File: src/rtl/draw_frame_write_arbiter.sv
// Write-port arbiter for the 160x120 draw frame: round-robin among three pixel
// requesters, plus a full-frame clear sequencer. Writes only while write_window.
module draw_frame_write_arbiter #(
    parameter int unsigned NUM_REQ     = 3,
    parameter int unsigned ADDR_W      = 15,
    parameter int unsigned DATA_W      = 24,
    parameter int unsigned MEMORY_SIZE = 19200
) (
    input  logic                      clk,
    input  logic                      rst,
    input  logic [NUM_REQ-1:0]        req,
    input  logic [NUM_REQ*ADDR_W-1:0] req_addr,
    input  logic [NUM_REQ*DATA_W-1:0] req_data,
    output logic [NUM_REQ-1:0]        grant,
    input  logic                      write_window,
    input  logic                      clear_start,
    input  logic [DATA_W-1:0]         clear_color,
    output logic                      clear_busy,
    output logic                      clear_done,
    output logic                      err_addr,
    output logic [ADDR_W-1:0]         mem_address,
    output logic [DATA_W-1:0]         mem_data,
    output logic                      mem_write_a_pixel
);

    typedef enum logic [1:0] {
        IDLE,
        CLEAR,
        DONE
    } state_t;

    localparam logic [ADDR_W-1:0] LAST_ADDR = ADDR_W'(MEMORY_SIZE - 1);

    state_t              state;
    logic [1:0]          last;
    logic                clear_pending;
    logic [DATA_W-1:0]   color_q;
    logic [ADDR_W-1:0]   count;

    logic                gnt_any;
    logic [1:0]          gnt_idx;
    logic [1:0]          cand;
    logic [ADDR_W-1:0]   gnt_addr;
    logic [DATA_W-1:0]   gnt_data;

    // Round-robin search starting after the last granted requester; a pending
    // clear or a closed window blocks all grants.
    always_comb begin
        gnt_any = 1'b0;
        gnt_idx = '0;
        cand    = '0;
        if (state == IDLE && !clear_pending && write_window) begin
            for (int unsigned k = 1; k <= NUM_REQ; k++) begin
                cand = 2'((32'(last) + k) % NUM_REQ);
                if (!gnt_any && req[cand]) begin
                    gnt_any = 1'b1;
                    gnt_idx = cand;
                end
            end
        end
        grant    = NUM_REQ'(gnt_any) << gnt_idx;
        gnt_addr = req_addr[gnt_idx*ADDR_W +: ADDR_W];
        gnt_data = req_data[gnt_idx*DATA_W +: DATA_W];
    end

    // Control FSM with registered write port, clear counter and error flag.
    always_ff @(posedge clk) begin
        if (rst) begin
            state             <= IDLE;
            last              <= 2'd2;
            clear_pending     <= 1'b0;
            color_q           <= '0;
            count             <= '0;
            clear_done        <= 1'b0;
            err_addr          <= 1'b0;
            mem_address       <= '0;
            mem_data          <= '0;
            mem_write_a_pixel <= 1'b0;
        end else begin
            mem_write_a_pixel <= 1'b0;
            clear_done        <= 1'b0;
            case (state)
                IDLE: begin
                    if (clear_pending && write_window) begin
                        // clear_start on this edge is dropped: it would re-arm a fill
                        clear_pending <= 1'b0;
                        count         <= '0;
                        state         <= CLEAR;
                    end else begin
                        if (clear_start) begin
                            clear_pending <= 1'b1;
                            color_q       <= clear_color;
                        end
                        if (gnt_any) begin
                            last        <= gnt_idx;
                            mem_address <= gnt_addr;
                            mem_data    <= gnt_data;
                            if (32'(gnt_addr) < MEMORY_SIZE)
                                mem_write_a_pixel <= 1'b1;
                            else
                                err_addr <= 1'b1;
                        end
                    end
                end
                CLEAR: begin
                    if (write_window) begin
                        mem_address       <= count;
                        mem_data          <= color_q;
                        mem_write_a_pixel <= 1'b1;
                        if (count == LAST_ADDR) begin
                            state      <= DONE;
                            clear_done <= 1'b1;
                        end else begin
                            count <= count + 1'b1;
                        end
                    end
                end
                DONE: state <= IDLE;
                default: state <= IDLE;
            endcase
        end
    end

    assign clear_busy = clear_pending | (state == CLEAR);

endmodule

File: config.mk
export PLATFORM = sky130hd
export DESIGN_NAME = draw_frame_write_arbiter
export DESIGN_NICKNAME = d
export VERILOG_FILES = /design/src/rtl/draw_frame_write_arbiter.sv
export SDC_FILE = /design/constraint.sdc
export NUM_CORES = 1
export LEC_CHECK = 0
export BUFFER_PORTS_ARGS = -buffer_cell sky130_fd_sc_hd__clkbuf_2
export CAP_MARGIN = 25
export CELL_PAD_IN_SITES_DETAIL_PLACEMENT = 1
export CELL_PAD_IN_SITES_GLOBAL_PLACEMENT = 1
export CORE_MARGIN = 3
export CORE_UTILIZATION = 25
export CTS_CLUSTER_DIAMETER = 200
export CTS_CLUSTER_SIZE = 16
export DETAILED_ROUTE_END_ITERATION = 6
export GPL_TIMING_DRIVEN = 1
export PLACE_DENSITY = 0.72
export SYNTH_ARGS = -nofsm -noshare
export SYNTH_HDL_FRONTEND = slang
export SYNTH_SLANG_ARGS = --single-unit
export TNS_END_PERCENT = 100
File: constraint.sdc
create_clock -name clk -period 3.6 [get_ports clk]
set_clock_uncertainty 0.2 [all_clocks]
set_input_delay 0.18 -clock clk [delete_from_list [all_inputs] [get_ports clk]]
set_output_delay 0.18 -clock clk [all_outputs]
set_load 0.02 [all_outputs]
==> run_results.csv, run 1 <==
group,metric,value,unit
run_status,outcome,"finished clean",
global_route,grt_pass1_vias,5067,
yosys,ys_warn_count,0,
drt,postRouteAntennaNets,0,
timing,post-route-min-period,3.17,ns
final_layout,syn_to_final_growth,37.5,%
timing,worstMarginPinSlew,0.943,ns
drt,routed.top_layer,"met4",
yosys,syn_area,0.00459,mm2
final_layout,num_antenna_cells,0,
cts,cts_tree,"built",
cts,cts-root-buf,"clkbuf_16",
yosys,synthArstFlopShare,0,%
drt,drtPass1Iterations,4,
setup_path,start_kind,"flop",
global_route,grt_max_degree,82,
cts,clock_latency,0.34,ns
timing,drv_slew,0,
timing,hold_viol,0,
yosys,synth_area_leaders,"dfxtp_1 (38%), mux2i_1 (8.7%), nand2_1 (8.5%)",
worst_hold_path,hold_path.class,"in2reg",
floorplanning,die_area,0.0200,mm2
setup_path,path_class,"reg2out",
yosys,ys_ff_latch,86,
final_layout,finalNetCount,925,
floorplanning,die_w,141,um
timing,setup_violations,0,
yosys,postSynthAreaPerCell,7.95,um2
placed_design,dp.final_hpwl,12.0,mm
global_route,track_usage,16.5,%
drt,wl_met2,8.28,mm
yosys,synth_common_cells,"nand2_1 (104), dfxtp_1 (86), nor2_1 (63)",
setup_path,cp_max_fo,17,
yosys,synthesis.nets,730,
setup_path,required,3.22,ns
timing,min_period_over_period,88.1,%
yosys,synth_cells,577,
yosys,synthFlopType,"dfxtp_1",
cts,cts_max_level,3,
power_and_ir_drop,sw_frac_of_total,32.3,%
power_and_ir_drop,p_int,1.94,mW
floorplanning,initial_utilization,26.0,%
drt,drt-met1-wl,7.15,mm
global_route,grt.overflow.total,0,
placed_design,gp_congestion,0.762,
final_layout,design_area,0.00631,mm2
setup_path,slowest_delay,0.46,ns
cts,hold_buffers,25,
power_and_ir_drop,clock_power_share,32.6,%
yosys,yosysTopAreaCellShare,37.5,%
timing,max_freq,315,MHz
final_layout,drive_gt1_share,29.1,%
power_and_ir_drop,share_seq_of_total_power,38.7,%
floorplanning,core_area,0.0177,mm2
timing,maxSlewHeadroom,37.1,%
cts,clock_path_buffers,2,
setup_path,cp_cell_sequence,"inv_1 > ha_1 > a22o_1 > a211oi_2 > o211a_1 > o21a_2 > buf_4 > clkbuf_2",
placed_design,dpl_cell_area,0.00574,mm2
yosys,synth_most_common_cell,"nand2_1",
drt,vias,4898,
cts,cts_buffers,9,
power_and_ir_drop,p_leak,2.79,nW
setup_path,cp_data_arrival_time,2.79,ns
drt,wl_per_cell,16.6,um
yosys,yosys.area.top_type,"dfxtp_1",
yosys,yosys.cell_types.count,45,
power_and_ir_drop,switchingPower,0.924,mW
global_route,grt_pass1_wl,26.5,mm
drt,met3_length,1.05,mm
setup_path,endpoint_kind,"primary output",
power_and_ir_drop,powerDensity,454,mW/mm2
drt,wirelength,16.7,mm
yosys,synth_edf_count,0,
drt,drt_first_iter_violations,165,
timing,rsz0062_at_grt,"no",
cts,post-cts-setup-buffers,0,
yosys,yosysSeqAreaShare,37.5,%
cts,clk_pin_slew_worst_paths,0.06,ns
cts,cts_resized,0,
power_and_ir_drop,combPwrFrac,28.6,%
placed_design,portBuffers,193,
floorplanning,rows,48,
floorplanning,die_y,141,um
power_and_ir_drop,ir_worst_vdd,0.208,mV
drt,viasPerCell,4.89,
timing,tns,0,ns
setup_path,cp_slowest_cell,"o21a_2",
cts,cts_sinks,86,
global_route,antenna_found_initial,0,
drt,drc,0,
flow_run,drv_cap,0,
floorplanning,io_pins,194,
-- metal layers --
layer / up-vias / GRT usage (%)
li1: 2442 / -
met2: 118 / 29.2
met5: - / 0
met1: 2324 / 19.7
met3: 14 / 4.95
met4: 0 / 3.33
-- kinds of logic after synthesis --
| family | count (synthesis) | share of synthesized area (%) |
|---|---|---|
| flops | 86 | 37.5 |
| buf+inv | 55 | 5.34 |
| xor+xnor | 10 | 1.91 |
| simple gates | 205 | 18.9 |
| mux | 40 | 8.73 |
| compound gates | 176 | 26.3 |
| fa+ha+maj | 5 | 1.36 |
-- sequential cells by signal (all words and copies together) (netlist names) --
| register | flops |
|---|---|
| color_q | 24 |
| mem_data | 24 |
| count | 15 |
| mem_address | 15 |
| last | 2 |
| state | 2 |
| clear_done | 1 |
| clear_pending | 1 |
| err_addr | 1 |
| mem_write_a_pixel | 1 |
-- stage by stage --
stage	util, %	setup slack [ns]	total power [mW]	cells	hold slack [ns]
floorplan	-	0.930	1.63	577	0.116
global placement	32.5	0.558	1.91	960	0.205
CTS	35.6	0.385	2.91	1000	0.0513
global route	35.7	0.173	3.05	1001	0.0860
detailed placement	32.5	0.428	1.93	960	0.212
finish	35.7	0.429	2.86	1001	0.0664
-- cell type report --
type                    count  area (um2)
fillers                  2206       11300
multi-input cells         436        2630
flip-flops and latches     86        1720
repair buffers            229        1340
well taps                 225         282
clock buffers              11         243
clock inverters             4        47.5
inverters                  10        37.5
-- worst max-delay path: cells and delay by family (launching register included) --
family	cells	cell delay, ns
fa+ha+maj	1	0.24
buf+inv	3	0.64
compound gates	4	1.17
flops	1	0.38
-- power by group through the flow --
stage | combinational (mW) | sequential, mW | clock, mW
2_1_floorplan | 0.422 | 1.21 | 0
3_3_place_gp | 0.789 | 1.13 | 0
3_5_place_dp | 0.802 | 1.13 | 0
4_1_cts | 0.826 | 1.11 | 0.974
5_1_grt | 0.913 | 1.12 | 1.02
6_report | 0.820 | 1.11 | 0.934
-- placed cells by master (no fill, tap or decap), drive strengths merged, types with 2 or more instances in the layout --
| cell | instances |
|---|---|
| nand4 | 3 |
| inv | 10 |
| o32ai | 2 |
| or3 | 6 |
| a311oi | 40 |
| a21o | 43 |
| o21ai | 43 |
| clkinv | 2 |
| clkbuf | 204 |
| dfxtp | 86 |
| a21oi | 34 |
| nand2 | 104 |
| and3 | 3 |
| nor2b | 4 |
| dlygate4sd3 | 25 |
| xnor2 | 2 |
| mux2i | 40 |
| nor4b | 2 |
| o311a | 2 |
| buf | 11 |
| ha | 5 |
| a211oi | 2 |
| nor3 | 4 |
| nor2 | 63 |
| nand3 | 8 |
| nand2b | 3 |
| xor2 | 8 |
-- path summary, 6_finish.rpt --
check / startpoint / endpoint / slack (ns) / cells past startpoint
worst max register to register: last[1] / mem_address[6] / 0.44 / 10
worst max-delay path: last[1] / grant[1] / 0.43 / 8
worst min-delay path: req_data[58] / mem_data[10] / 0.07 / 4
worst min register to register: color_q[17] / color_q[17] / 0.26 / 2
Note: power is estimated with default switching activity, not from simulation.
==> inputs of run 2 (changes only) <==
- HOLD_SLACK_MARGIN: unset -> 0.02
- REMOVE_ABC_BUFFERS: unset -> 1
==> run_results.csv, run 2 (same netlist as run 1, synthesis figures left out) <==
group,metric,value,unit
global_route,track_usage,16.1,%
setup_path,reg2reg_depth,10,
drt,wl_per_cell,16.2,um
cts,post-cts-setup-buffers,0,
setup_path,crit_family,"compound AO/OA/AOI/OAI gates",
cts,cts_sinks,86,
cts,clock_latency,0.34,ns
cts,cts_max_level,3,
global_route,grt.overflow.total,0,
placed_design,gp_congestion,0.789,
timing,whs,0.0642,ns
timing,rsz0062_at_grt,"no",
run_status,outcome,"finished clean",
timing,worstMarginPinSlew,0.876,ns
floorplanning,rows,48,
timing,tns,0,ns
final_layout,final_cell_mix,"clkbuf_2 (193), nand2_1 (103), dfxtp_1 (86), nor2_1 (63), o21ai_0 (43)",
setup_path,cp_max_fo,21,
final_layout,finalNetCount,927,
power_and_ir_drop,power.total,2.95,mW
timing,maxSlewHeadroom,41.6,%
setup_path,endpoint_kind,"primary output",
drt,drtPass1Iterations,4,
floorplanning,die_w,141,um
placed_design,dpl_cell_area,0.00575,mm2
drt,drc,0,
cts,clk_pin_slew_worst_paths,0.07,ns
power_and_ir_drop,powerDensity,466,mW/mm2
setup_path,path_class,"reg2out",
setup_path,timing.rr.start,"last[1]",
timing,drv_slew,0,
floorplanning,core_area,0.0177,mm2
final_layout,design_area,0.00632,mm2
power_and_ir_drop,ir_worst_vdd,0.204,mV
setup_path,cp_slowest_cell,"dfxtp_1",
setup_path,start_kind,"flop",
setup_path,required,3.22,ns
drt,postRouteAntennaNets,0,
floorplanning,die_y,141,um
placed_design,dp.final_hpwl,11.9,mm
global_route,grt_pass1_wl,25.9,mm
power_and_ir_drop,p_leak,2.81,nW
global_route,grt_pass1_vias,4959,
setup_path,cp-startpoint,"last[0]",
cts,cts_tree,"built",
final_layout,syn_to_final_growth,37.8,%
final_layout,final_common_cell,"clkbuf_2",
drt,vias,4894,
cts,clock_path_buffers,2,
cts,cts_buffers,9,
timing,post-route-min-period,3.09,ns
placed_design,portBuffers,193,
final_layout,reg_top3,"color_q x24, mem_data x24",
drt,viasPerCell,4.87,
floorplanning,io_pins,194,
worst_hold_path,hold_path.class,"in2reg",
flow_run,drv_cap,0,
final_layout,num_antenna_cells,0,
drt,wirelength,16.3,mm
placed_design,numPlacedInstances,963,
worst_hold_path,hp-start,"req_data[68]",
setup_path,worst-path-stages,8,
global_route,grt_max_degree,44,
final_layout,drive_gt1_share,29.5,%
timing,min_period_over_period,85.8,%
worst_hold_path,hold_depth,4,
floorplanning,die_area,0.0200,mm2
global_route,antenna_found_initial,1,
setup_path,cp_cell_sequence,"inv_1 > ha_1 > o221a_1 > o211a_1 > o21a_2 > buf_4 > nor3_1 > clkbuf_2",
timing,max_freq,324,MHz
floorplanning,initial_utilization,26.0,%
cts,cts-root-buf,"clkbuf_16",
setup_path,cp_data_arrival_time,2.71,ns
timing,hold_viol,0,
final_layout,fin_cells,1004,
setup_path,slowest_delay,0.39,ns
setup_path,critPathBufInv,3,
drt,drt_first_iter_violations,183,
timing,setup_violations,0,
-- run 2: changes by cell type in the layout (fill, tap and decap cells not counted) --
cell and change:
bufinv_16 +1, buf_12 -2, clkinv_4 +2, clkinvlp_4 -1, buf_4 +4, buf_8 +1, clkinv_2 -1, nand2b_1 -1
buf_16 -1, nand2b_2 +1
-- run 2: where the power goes --
| part | internal [mW] | switching (mW) | total [mW] |
|---|---|---|---|
| clock | 0.629 | 0.404 | 1.03 |
| combinational | 0.330 | 0.480 | 0.810 |
| sequential | 1.05 | 0.0537 | 1.10 |
-- run 2: what timing repair did --
action | CTS | global route
hold endpoints to repair | 25 | 0
setup endpoints to repair | 0 | 0
hold buffers | 25 | 0
gates resized for setup | 0 | 0
-- run 2: tightest hold or removal path, cell delays in order --
cell,delay (ns)
clkbuf_2,0.08
o21ai_0,0.15
a21o_1,0.09
a311oi_1,0.07
-- run 2: per-stage QoR --
stage                     setup slack [ns]  util [%]
final                                0.513      35.8
after global routing                 0.344      35.8
after CTS                            0.506      35.8
after detailed placement             0.621      32.6
after global placement               0.763      32.5
after floorplan                     -0.433         -
-- run 2: cell type report --
cell class,instances,area (um2)
inverters,10,37.5
fillers,2216,11300
flip-flops and latches,86,1720
clock buffers,11,243
repair buffers,231,1320
clock inverters,5,82.6
multi-input cells,436,2640
well taps,225,282
-- run 2: worst paths after layout --
path                                   endpoint  slack [ns]
worst max-delay path                   grant[0]        0.51
worst min register to register      color_q[18]        0.26
worst max register to register  mem_address[13]        0.65
worst min-delay path               mem_data[20]        0.06
-- run 2: routing by layer --
layer | vias to the layer above | GRT usage [%] | routed length [um]
li1 | 2447 | - | -
met1 | 2295 | 20.9 | 7460
met2 | 133 | 26.6 | 7580
met3 | 17 | 3.67 | 927
met4 | 2 | 5.20 | 278
met5 | - | 0 | 13
==> inputs of run 3 (changes only) <==
- CTS_BUF_LIST: unset -> sky130_fd_sc_hd__clkbuf_8
==> run_results.csv, run 3 (same netlist as run 1, synthesis figures left out) <==
group,metric,value,unit
setup_path,cp_max_fo,21,
cts,clock_latency,0.36,ns
cts,cts_tree,"built",
cts,cts_buffers,9,
timing,max_freq,299,MHz
flow_run,drv_cap,0,
run_status,outcome,"finished clean",
final_layout,fill_cells,2223,
power_and_ir_drop,p_leak,2.83,nW
placed_design,dp.final_hpwl,11.9,mm
worst_hold_path,hold_path.class,"in2reg",
drt,postRouteAntennaNets,0,
power_and_ir_drop,powerDensity,425,mW/mm2
final_layout,drive_gt1_share,29.0,%
placed_design,portBuffers,193,
floorplanning,die_y,141,um
final_layout,finalNetCount,942,
global_route,grt_pass1_wl,26.4,mm
global_route,track_usage,16.4,%
floorplanning,initial_utilization,26.0,%
drt,vias,4921,
setup_path,start_kind,"flop",
setup_path,path_class,"reg2reg",
drt,drc,0,
cts,clk_pin_slew_worst_paths,0.09,ns
timing,maxSlewHeadroom,40.8,%
setup_path,endpoint_kind,"flop",
cts,cts_sinks,86,
floorplanning,core_area,0.0177,mm2
final_layout,syn_to_final_growth,39.1,%
floorplanning,io_pins,194,
global_route,antenna_found_initial,1,
cts,cts_max_level,3,
power_and_ir_drop,power.total,2.71,mW
timing,hold_viol,0,
drt,wirelength,16.6,mm
drt,drt_first_iter_violations,154,
timing,rsz0062_at_grt,"no",
timing,drv_slew,0,
timing,setup_violations,0,
final_layout,final_cell_mix,"clkbuf_2 (193), nand2_1 (103), dfxtp_1 (86), nor2_1 (63), o21ai_0 (43)",
floorplanning,rows,48,
timing,worst_slack,0.256,ns
timing,min_period_over_period,92.9,%
floorplanning,die_area,0.0200,mm2
final_layout,reg_top3,"color_q x24, mem_data x24",
placed_design,gp_congestion,0.789,
drt,drtPass1Iterations,4,
placed_design,dp_slack,0.621,ns
timing,post-route-min-period,3.34,ns
power_and_ir_drop,ir_worst_vdd,0.144,mV
setup_path,required,3.67,ns
cts,cts-root-buf,"clkbuf_8",
floorplanning,die_w,141,um
drt,wl_per_cell,16.2,um
drt,viasPerCell,4.83,
global_route,grt.overflow.total,0,
final_layout,fin_util,36.1,%
placed_design,numPlacedInstances,963,
final_layout,final_common_cell,"clkbuf_2",
timing,tns,0,ns
timing,worstMarginPinSlew,0.889,ns
final_layout,fin_cells,1019,
global_route,grt_max_degree,44,
setup_path,cp_data_arrival_time,3.42,ns
cts,clock_path_buffers,2,
final_layout,num_antenna_cells,0,
global_route,grt_pass1_vias,5130,
run 3: cell types whose count changed in the layout (fill, tap and decap cells not counted), moves of 2 or more:
cell	delta
buf_6	+2
buf_4	-2
dlygate4sd3_1	+15
clkbuf_16	-9
clkbuf_8	+9
run 3: path summary, 6_finish.rpt:
| check | to | slack [ns] | cells past startpoint | startpoint |
|---|---|---|---|---|
| worst max-delay path | mem_address[7] | 0.26 | 11 | last[1] |
| worst min-delay path | mem_data[3] | 0.05 | 4 | req_data[51] |
| worst max register to register | mem_address[7] | 0.26 | 11 | last[1] |
| worst min register to register | color_q[18] | 0.26 | 2 | color_q[18] |
run 3: repair_timing:
action                                 CTS  global route
resized for setup                        0             2
setup endpoints to repair                0             2
hold buffers                            40             0
endpoints found under the hold margin   37             0
setup buffers                            0             0
run 3: routing by layer:
metal / vias up / global-route usage [%] / share of wire, %
li1: 2476 / - / -
met1: 2296 / 20.7 / 45
met2: 127 / 27.6 / 47
met3: 20 / 3.71 / 5.6
met4: 2 / 5.96 / 2.1
met5: - / 0 / 0.054
run 3: cell type report:
cell class	count	area (um2)	area share [%]
well taps	225	282	4.41
inverters	10	37.5	0.588
repair buffers	246	1480	23.2
clock inverters	6	86.3	1.35
multi-input cells	436	2640	41.3
flip-flops and latches	86	1720	27.0
clock buffers	10	138	2.16
run 3: stage by stage:
stage	hold slack (ns)	cell area, um2
floorplan	0.0491	4380
global placement	0.205	5730
detailed placement	0.212	5750
CTS	0.0205	6370
global route	0.0387	6380
finish	0.0511	6380
run 3: report_power, final:
group / leakage [nW] / internal, mW / switching [mW]
Clock: 0.118 / 0.409 / 0.369
Sequential: 0.706 / 1.05 / 0.0539
Combinational: 2.00 / 0.343 / 0.484
run 3: worst max-delay path: stages, from the launching register on:
cell,delay (ns)
dfxtp_1,0.38
inv_1,0.08
ha_1,0.24
a22o_1,0.26
a211oi_2,0.25
o211a_1,0.21
o21a_2,0.24
buf_6,0.31
mux2i_1,0.11
dlygate4sd3_1,0.56
a21o_1,0.17
a311oi_1,0.22
